--- config.mk ---
export PLATFORM = sky130hd
export DESIGN_NAME = fb_fill_writer
export DESIGN_NICKNAME = d
export VERILOG_FILES = /design/src/rtl/fb_fill_writer_pkg.sv /design/src/rtl/fb_fill_writer_rect_addr_gen.sv /design/src/rtl/fb_fill_writer.sv
export SDC_FILE = /design/constraint.sdc
export NUM_CORES = 1
export LEC_CHECK = 0
export CELL_PAD_IN_SITES_DETAIL_PLACEMENT = 1
export CELL_PAD_IN_SITES_GLOBAL_PLACEMENT = 1
export CORE_MARGIN = 10
export CORE_UTILIZATION = 30
export CTS_CLUSTER_DIAMETER = 150
export CTS_CLUSTER_SIZE = 40
export DETAILED_ROUTE_END_ITERATION = 10
export GPL_ROUTABILITY_DRIVEN = 0
export PLACE_DENSITY_LB_ADDON = 0.1
export SLEW_MARGIN = 30
export SYNTH_ARGS = -nofsm -noshare
export SYNTH_HDL_FRONTEND = slang
export SYNTH_HIERARCHICAL = 1
export SYNTH_SLANG_ARGS = --single-unit
--- constraint.sdc ---
create_clock -name clk_i -period 2.6 [get_ports clk_i]
set_clock_uncertainty 0.05 [all_clocks]
set_input_delay 0.26 -clock clk_i [delete_from_list [all_inputs] [get_ports clk_i]]
set_output_delay 0.26 -clock clk_i [all_outputs]
set_load 0.01 [all_outputs]
--- src/rtl/fb_fill_writer_pkg.sv ---
// Shared types for the framebuffer fill writer: SDRAM word address and FSM state.
package fb_fill_writer_pkg;
    localparam int SDRAM_ADDR_W = 24;
    localparam int FILL_DIM_W   = 12;

    typedef logic [SDRAM_ADDR_W-1:0] sdram_addr_t;

    typedef enum logic [1:0] {
        IDLE,
        REQ,
        WAIT_ACK,
        FIN
    } fill_state_t;
endpackage

--- src/rtl/fb_fill_writer_rect_addr_gen.sv ---
// Rectangle walker: x/y counters plus an accumulated line start, so no multiplier
// is needed. Geometry is captured on load; each advance steps one word x-then-y.
module fb_fill_writer_rect_addr_gen
    import fb_fill_writer_pkg::*;
#(
    parameter int ADDR_W = SDRAM_ADDR_W,
    parameter int DIM_W  = FILL_DIM_W
) (
    input  logic              clk,
    input  logic              rst,
    input  logic              load,
    input  logic              advance,
    input  logic [ADDR_W-1:0] base,
    input  logic [DIM_W-1:0]  stride,
    input  logic [DIM_W-1:0]  width,
    input  logic [DIM_W-1:0]  height,
    output logic [ADDR_W-1:0] addr,
    output logic              last
);
    logic [DIM_W-1:0]  x;
    logic [DIM_W-1:0]  y;
    logic [DIM_W-1:0]  stride_q;
    logic [DIM_W-1:0]  width_q;
    logic [DIM_W-1:0]  height_q;
    logic [ADDR_W-1:0] line_start;
    logic              x_last;

    assign x_last = (x == width_q - DIM_W'(1));
    assign last   = x_last && (y == height_q - DIM_W'(1));
    // Address arithmetic wraps modulo 2^ADDR_W by construction.
    assign addr   = line_start + ADDR_W'(x);

    always_ff @(posedge clk) begin
        if (rst) begin
            x          <= '0;
            y          <= '0;
            stride_q   <= '0;
            width_q    <= '0;
            height_q   <= '0;
            line_start <= '0;
        end else if (load) begin
            x          <= '0;
            y          <= '0;
            stride_q   <= stride;
            width_q    <= width;
            height_q   <= height;
            line_start <= base;
        end else if (advance) begin
            if (x_last) begin
                x          <= '0;
                y          <= y + DIM_W'(1);
                line_start <= line_start + ADDR_W'(stride_q);
            end else begin
                x <= x + DIM_W'(1);
            end
        end
    end
endmodule

--- src/rtl/fb_fill_writer.sv ---
// SDRAM fill engine: writes a constant 16-bit value over a rectangle, one
// outstanding request at a time, with CSR-style start/abort/busy/done/count.
module fb_fill_writer
    import fb_fill_writer_pkg::*;
#(
    parameter int ADDR_W = SDRAM_ADDR_W,
    parameter int DIM_W  = FILL_DIM_W
) (
    input  logic                clk_i,
    input  logic                rst_i,
    input  logic                start_i,
    input  logic                abort_i,
    input  logic [ADDR_W-1:0]   base_i,
    input  logic [DIM_W-1:0]    stride_i,
    input  logic [DIM_W-1:0]    width_i,
    input  logic [DIM_W-1:0]    height_i,
    input  logic [15:0]         value_i,
    input  logic [1:0]          wmask_i,
    output logic                busy_o,
    output logic                done_o,
    output logic [2*DIM_W-1:0]  count_o,
    output logic                sdram_wr,
    output logic [ADDR_W-1:0]   sdram_addr_x16,
    output logic [15:0]         sdram_wdata,
    output logic [1:0]          sdram_wmask,
    input  logic                sdram_rdy,
    input  logic                sdram_ack
);
    fill_state_t       state, state_nxt;
    logic [15:0]       value_q;
    logic [1:0]        wmask_q;
    logic              abort_pend;
    logic              accept;
    logic              acked;
    logic              gen_last;
    logic [ADDR_W-1:0] gen_addr;

    assign accept = (state == IDLE) && start_i;
    assign acked  = (state == WAIT_ACK) && sdram_ack;

    fb_fill_writer_rect_addr_gen #(.ADDR_W(ADDR_W), .DIM_W(DIM_W)) u_gen (
        .clk     (clk_i),
        .rst     (rst_i),
        .load    (accept),
        .advance (acked),
        .base    (base_i),
        .stride  (stride_i),
        .width   (width_i),
        .height  (height_i),
        .addr    (gen_addr),
        .last    (gen_last)
    );

    always_ff @(posedge clk_i) begin
        if (rst_i) state <= IDLE;
        else       state <= state_nxt;
    end

    // done_o trails FIN by a cycle so it coincides with busy_o falling.
    always_ff @(posedge clk_i) begin
        if (rst_i) begin
            value_q    <= '0;
            wmask_q    <= '0;
            abort_pend <= 1'b0;
            count_o    <= '0;
            done_o     <= 1'b0;
        end else begin
            done_o <= (state == FIN);
            if (accept) begin
                value_q    <= value_i;
                wmask_q    <= wmask_i;
                abort_pend <= 1'b0;
                count_o    <= '0;
            end else if (acked) begin
                count_o <= count_o + (2*DIM_W)'(1);
            end
            if (state == WAIT_ACK && abort_i) abort_pend <= 1'b1;
        end
    end

    always_comb begin
        state_nxt = state;
        case (state)
            IDLE:
                if (start_i)
                    state_nxt = (width_i != '0 && height_i != '0) ? REQ : FIN;
            REQ:
                if (abort_i)        state_nxt = FIN;
                else if (sdram_rdy) state_nxt = WAIT_ACK;
            // An issued request cannot be withdrawn; abort takes effect on its ack.
            WAIT_ACK:
                if (sdram_ack)
                    state_nxt = (gen_last || abort_pend || abort_i) ? FIN : REQ;
            FIN:
                state_nxt = IDLE;
            default:
                state_nxt = IDLE;
        endcase
    end

    always_comb begin
        busy_o         = (state != IDLE);
        sdram_wr       = (state == WAIT_ACK);
        sdram_addr_x16 = sdram_wr ? gen_addr : '0;
        sdram_wdata    = sdram_wr ? value_q  : '0;
        sdram_wmask    = sdram_wr ? wmask_q  : '0;
    end
endmodule

After elaboration in Yosys (flattened, before gate mapping)
Cells that the tools add are included.
- register bits: 130
- $add $sub $neg: 7
- equal/unequal tests: 8
- mux-type cells: 16
- reduce and logical (&&, ||, !) cells: 18
- operators with widths (operator ; count):
    $mux W24 ; 4
    $add A24 B12 Y24 ; 2
    $add A12 B1 Y12 const B ; 2
    $add A24 B1 Y24 const B ; 1
    $eq A12 B12 Y1 ; 2
    $reduce_bool A12 Y1 ; 2
    $sub A12 B1 Y12 const B ; 2
    $mux W16 ; 1
    $mux W2 ; 7
    $mux W12 ; 1
    $pmux W2 S4 ; 1
    $reduce_bool A2 Y1 ; 4
    $logic_and A1 B1 Y1 ; 5
    $eq A2 B2 Y1 const B ; 2
    $reduce_and A2 Y1 ; 2
    $ne A3 B3 Y1 const B ; 1
    $reduce_and A3 Y1 ; 1
    $eq A2 B1 Y1 const B ; 1
    $logic_not A2 Y1 ; 1
    $logic_or A1 B1 Y1 ; 2
    $mux W1 ; 2
    $ne A2 B1 Y1 const B ; 1
    $ne A2 B2 Y1 const B ; 1
    $reduce_or A2 Y1 ; 1

Depth between registers and ports, before layout
- depth after elaboration: 8
- mapped depth: 13
- depth with buffers taken out: 13

Cells and area by module
Netlist, hierarchy kept.
- by module, submodules not included (module ; times used ; cells an instance ; area an instance (um2) ; sequential area each (um2)):
    fb_fill_writer_rect_addr_gen ; 1 ; 664 ; 5547.8 ; 1681.6
    fb_fill_writer ; 1 ; 296 ; 2292.2 ; 920.9

Worst setup path before layout
No wires, ideal clock.
- path kind: flip-flop to flip-flop
- start point: register u_gen.line_start[3]
- end point: register u_gen.line_start[17]
- setup time: 0.091 ns
- arrival: 2.610 ns
- path slack: -0.151 ns
- stages on the path, launching flop included: 9
- period minus slack after synthesis: 2.751 ns
- path through: dfxtp_1 -> ha_1 -> nand3_1 -> o2111ai_1 -> or3b_2 -> a41oi_1 -> a21oi_1 -> or4_1 -> a311oi_1
- cells in the longest elaborated chain, start to end: 4
- RTL lines (what ; RTL line ; text):
    start: declaration ; fb_fill_writer_rect_addr_gen.sv:25 ; logic [ADDR_W-1:0] line_start;
    start signal: assignment ; fb_fill_writer_rect_addr_gen.sv:47 ; line_start <= base;
    start signal: assignment ; fb_fill_writer_rect_addr_gen.sv:52 ; line_start <= line_start + ADDR_W'(stride_q);
    $add A24 B12 Y24 ; fb_fill_writer_rect_addr_gen.sv:52 ;
    $mux W24 ; fb_fill_writer_rect_addr_gen.sv:49 ; if (x_last) begin
    $mux W24 ; fb_fill_writer_rect_addr_gen.sv:48 ; end else if (advance) begin
    $mux W24 ; fb_fill_writer_rect_addr_gen.sv:41 ; end else if (load) begin
No other way between the ends. The select of a mux whose other input is x is not followed.
A chain may end at the register's enable or synchronous reset.

Worst setup path after layout
- start point: register u_gen.x[0]
- end point: output sdram_addr_x16[16]
- cells in the longest elaborated chain, start to end: 2
- RTL lines (what ; RTL line ; text):
    start: declaration ; fb_fill_writer_rect_addr_gen.sv:20 ; logic [DIM_W-1:0] x;
    start signal: assignment ; fb_fill_writer_rect_addr_gen.sv:54 ; x <= x + DIM_W'(1);
    $add A24 B12 Y24 ; fb_fill_writer_rect_addr_gen.sv:31 ; assign addr = line_start + ADDR_W'(x);
    named net gen_addr[16] ; fb_fill_writer.sv:36 ; logic [ADDR_W-1:0] gen_addr;
    $mux W24 ; fb_fill_writer.sv:104 ; sdram_addr_x16 = sdram_wr ? gen_addr : '0;
    end: declaration ; fb_fill_writer.sv:23 ; output logic [ADDR_W-1:0] sdram_addr_x16,
The timed path passes the listed nets, and every way through them passes these cells.

==> flow_metrics.py <==
metrics = {
    "outcome": {
        "status": "finished with violations",
        "violations": "setup timing",
    },
    "logic_synthesis": {
        "synth-seq-cells": 130,
        "syn_nets": 1075,
        "synthArstFlopShare_pct": 0,
        "synth_xor_area_share_pct": 8.60,
        "ys_warn_count": 6,
        "synth_cell_type_count": 63,
        "synthMuxAreaShare_pct": 4.98,
        "syn_inst": 960,
        "synthAdderAreaFrac_pct": 5.14,
        "ys_seq_area_share_pct": 33.2,
        "synth_top_family_by_area": "simple AND/OR/NAND/NOR gates",
        "synth-compound-area-share_pct": 14.8,
        "synth-edff-count": 0,
        "syn_avg_cell_area_um2": 8.17,
        "synth_area_um2": 7840,
        "synth_flop_cell": "dfxtp_1",
        "synth-simple-area-share_pct": 29.3,
    },
    "cells_and_area": {
        "areaGrowthSynthToFinish_pct": 60.4,
        "diodes": 0,
        "instances_no_fill": 1611,
        "final_layout_size_suffix_gt1_share_pct": 30.6,
        "fin_nets": 1379,
        "final_area_um2": 12600,
    },
    "placement": {
        "io_buffers": 152,
        "dpl_worst_slack_ps": -711,
        "post-dp-hpwl_um": 21400,
        "postPlaceCellArea_um2": 10700,
        "place_inst": 1536,
    },
    "timing": {
        "slew_headroom_pct": 39.1,
        "finalSetupViolations": 65,
        "tightest_slew_ps": 914,
        "hold_viol_final": 0,
        "drv_slew": 0,
        "fin_crit_sh_pct": 118,
        "setup_slack_ps": -458,
        "finalSetupTns_ps": -20180,
        "fmax_mhz": 327,
        "grt_setup_unrepaired": "true",
        "fin_crit_ps": 3060,
    },
    "floorplanning": {
        "coreArea_um2": 25900,
        "dieHeight_um": 182,
        "initial_core_util_pct": 30.3,
        "dieArea_um2": 33000,
        "row_count": 59,
        "io-pin-count": 153,
        "die_w_um": 182,
    },
    "clock_tree": {
        "cts_tree": "built",
        "clock-root-buffer": "clkbuf_16",
        "clock_latency_ps": 420,
        "cts_made_buffers": 17,
        "cts_htree_levels": 4,
        "clock-sinks": 130,
        "clock_tree.buffer_depth": 2,
        "clk_pin_slew_ps": 60,
    },
    "pwr": {
        "switching_share_pct": 29.4,
        "internal_power_uw": 4390,
        "p_comb_share_pct": 23.9,
        "switchingPower_uw": 1830,
        "power.static_leakage_uw": 0.00497,
        "p_per_area_nw_per_um2": 495,
        "seqPwrFrac_pct": 35.2,
        "p_clk_share_pct": 40.9,
        "irDropWorstVdd_mv": 0.332,
    },
    "worst_hold_path": {
        "whs_path_depth": 2,
        "hold_class": "input port to register",
    },
    "setup_path": {
        "ff2ff_path_depth": 11,
        "cp_max_fo": 6,
        "arrival_ps": 2750,
        "cp-startpoint": "u_gen/x[0]",
        "cpMaxStageDelayCell": "dfxtp_4",
        "crit_end": "sdram_addr_x16[16]",
        "endpoint_kind": "output port",
        "crit-reg2reg-capture": "u_gen/line_start[13]",
        "r2r_setup_slack_ps": -440,
        "reg2reg_from": "u_gen/width_q[5]",
        "path_class": "register to output port",
        "crit_chain": "ha_4 -> fa_2 -> a21o_1 -> a21oi_2 -> nor2b_2 -> o21ai_2 -> o211ai_1 -> buf_4 -> nand4_1 -> xnor2_1 -> and2_1 -> buf_2",
        "required_ps": 2290,
        "max_stage_delay_ps": 350,
        "crit_path_start_kind": "register",
    },
    "drt": {
        "ant_nets": 0,
        "via_per_inst": 5.11,
        "totalWireLength_um": 30300,
        "drc": 0,
        "wire_per_inst_um": 18.8,
        "vias": 8237,
        "drtIter0Drc": 285,
        "firstDrtPassIters": 6,
    },
    "job": {
        "drv_cap": 0,
    },
    "global_route": {
        "overflow": 0,
        "grt_pass1_vias": 8449,
        "grt_max_degree": 57,
        "grt_use_total_pct": 17.5,
        "grt_pass1_wl_um": 47200,
        "antenna_found_initial": 0,
    },
}
cell families (layout without fill, tap and decap cells):
family,count (synthesis),in the layout
flops,130,130
buf+inv,79,395
simple gates,428,428
compound gates,176,176
xor+xnor,77,77
fa+ha+maj,31,31
mux,39,39
timing repair:
action / CTS / global route
hold buffers: 0 / 0
pin swaps: 92 / 45
buffers inserted: 32 / 17
gates resized for setup: 209 / 86
setup endpoints to repair: 69 / 69
cloned: 3 / 0
cell type report:
class                      instances  area (µm²)
clock buffer                      19         443
fill                            2948       13300
clock inverter                    12         158
inverter                          29         109
multi-input combinational        751        5740
sequential                       130        2630
tap                              335         419
timing repair buffer             335        3080
flip-flops by register name, summed over array words and instances (netlist names):
register	cells
count_o	24
u_gen/line_start	24
value_q	16
u_gen/height_q	12
u_gen/stride_q	12
u_gen/width_q	12
u_gen/x	12
u_gen/y	12
state	2
wmask_q	2
abort_pend	1
done_o	1
critical path: cells and delay by family (launching register included):
family | cells | cell delay (ps)
compound gates | 4 | 670
fa+ha+maj | 2 | 490
flops | 1 | 350
buf+inv | 2 | 340
simple gates | 3 | 330
xor+xnor | 1 | 120
synth_stat cells (4+ instances only):
library cell / n / area [µm²]
nand2_1: 93 / 349
nand3_1: 43 / 215
and2_1: 47 / 294
mux2i_1: 39 / 390
nand4_1: 21 / 131
nor4_1: 15 / 93.8
nor2b_1: 7 / 43.8
or4_1: 16 / 120
and4_1: 10 / 87.6
o31a_1: 5 / 43.8
o21ai_0: 27 / 135
o211ai_1: 6 / 45.0
xor2_1: 29 / 254
nor3_1: 23 / 115
o31ai_1: 18 / 135
inv_1: 29 / 109
dfxtp_1: 130 / 2600
or3_1: 18 / 113
clkbuf_1: 41 / 154
a311oi_1: 17 / 149
and3_1: 13 / 81.3
buf_1: 4 / 15.0
a31oi_1: 6 / 37.5
o2111ai_1: 4 / 35.0
a211oi_1: 8 / 60.1
nand2b_1: 6 / 37.5
nand4b_1: 5 / 43.8
a21o_1: 4 / 30.0
a21oi_1: 64 / 320
xnor2_1: 48 / 420
nor2_1: 88 / 330
ha_1: 29 / 363
metrics by stage:
step                hold WS [ps]  utilization, %  power (µW)
floorplan                    346               -        2890
global placement             388            41.4        3460
detailed placement           395            41.4        3480
CTS                          190            46.7        6170
global route                 218            48.5        6510
finish                       205            48.5        6220
cell usage in the layout (no fill, tap or decap), types with 6 or more instances in the layout:
cell type / instances
buf_4: 148
clkdlybuf4s50_1: 129
dfxtp_1: 122
nor2_1: 85
nand2_1: 80
a21oi_1: 50
and2_1: 45
xnor2_1: 40
mux2i_1: 39
nand3_1: 31
buf_6: 31
inv_1: 28
xor2_1: 28
ha_1: 26
nand4_1: 21
o21ai_0: 20
clkbuf_16: 18
o31ai_1: 15
or3_1: 14
a21oi_2: 14
and3_1: 13
nor3_1: 12
buf_2: 12
a311oi_2: 12
nor4_1: 10
nand3_2: 10
nand2_2: 10
or4_4: 10
and4_1: 9
xnor2_2: 8
or4_1: 7
a211oi_2: 7
nor3_4: 7
clkinvlp_4: 6
buf_12: 6
o211ai_1: 6
nor4_4: 6
nand2b_1: 6
metal layers:
| metal | vias up | share of wire (%) | global-route usage, % |
|---|---|---|---|
| met2 | 162 | 46 | 27.6 |
| met4 | 0 | 1.4 | 3.68 |
| met3 | 32 | 3.8 | 3.32 |
| met5 | - | 0 | 0 |
| li1 | 4071 | - | - |
| met1 | 3972 | 49 | 24.1 |
power by group through the flow:
stage               sequential (µW)  combinational, µW  clock (µW)
floorplan                      2220                674           0
global placement               2230               1230           0
detailed placement             2230               1250           0
CTS                            2190               1380        2600
global route                   2200               1620        2700
finish                         2190               1490        2540
how the worst min path moves through the flow:
stage	startpoint	endpoint	slack, ps
floorplan	value_i[0]	value_q[0]	350
global placement	value_q[10]	value_q[10]	390
detailed placement	value_q[8]	value_q[8]	400
CTS	rst_i	u_gen/width_q[8]	190
global route	rst_i	u_gen/width_q[8]	220
finish	rst_i	u_gen/width_q[8]	210
Note: power is estimated with default switching activity, not from simulation.
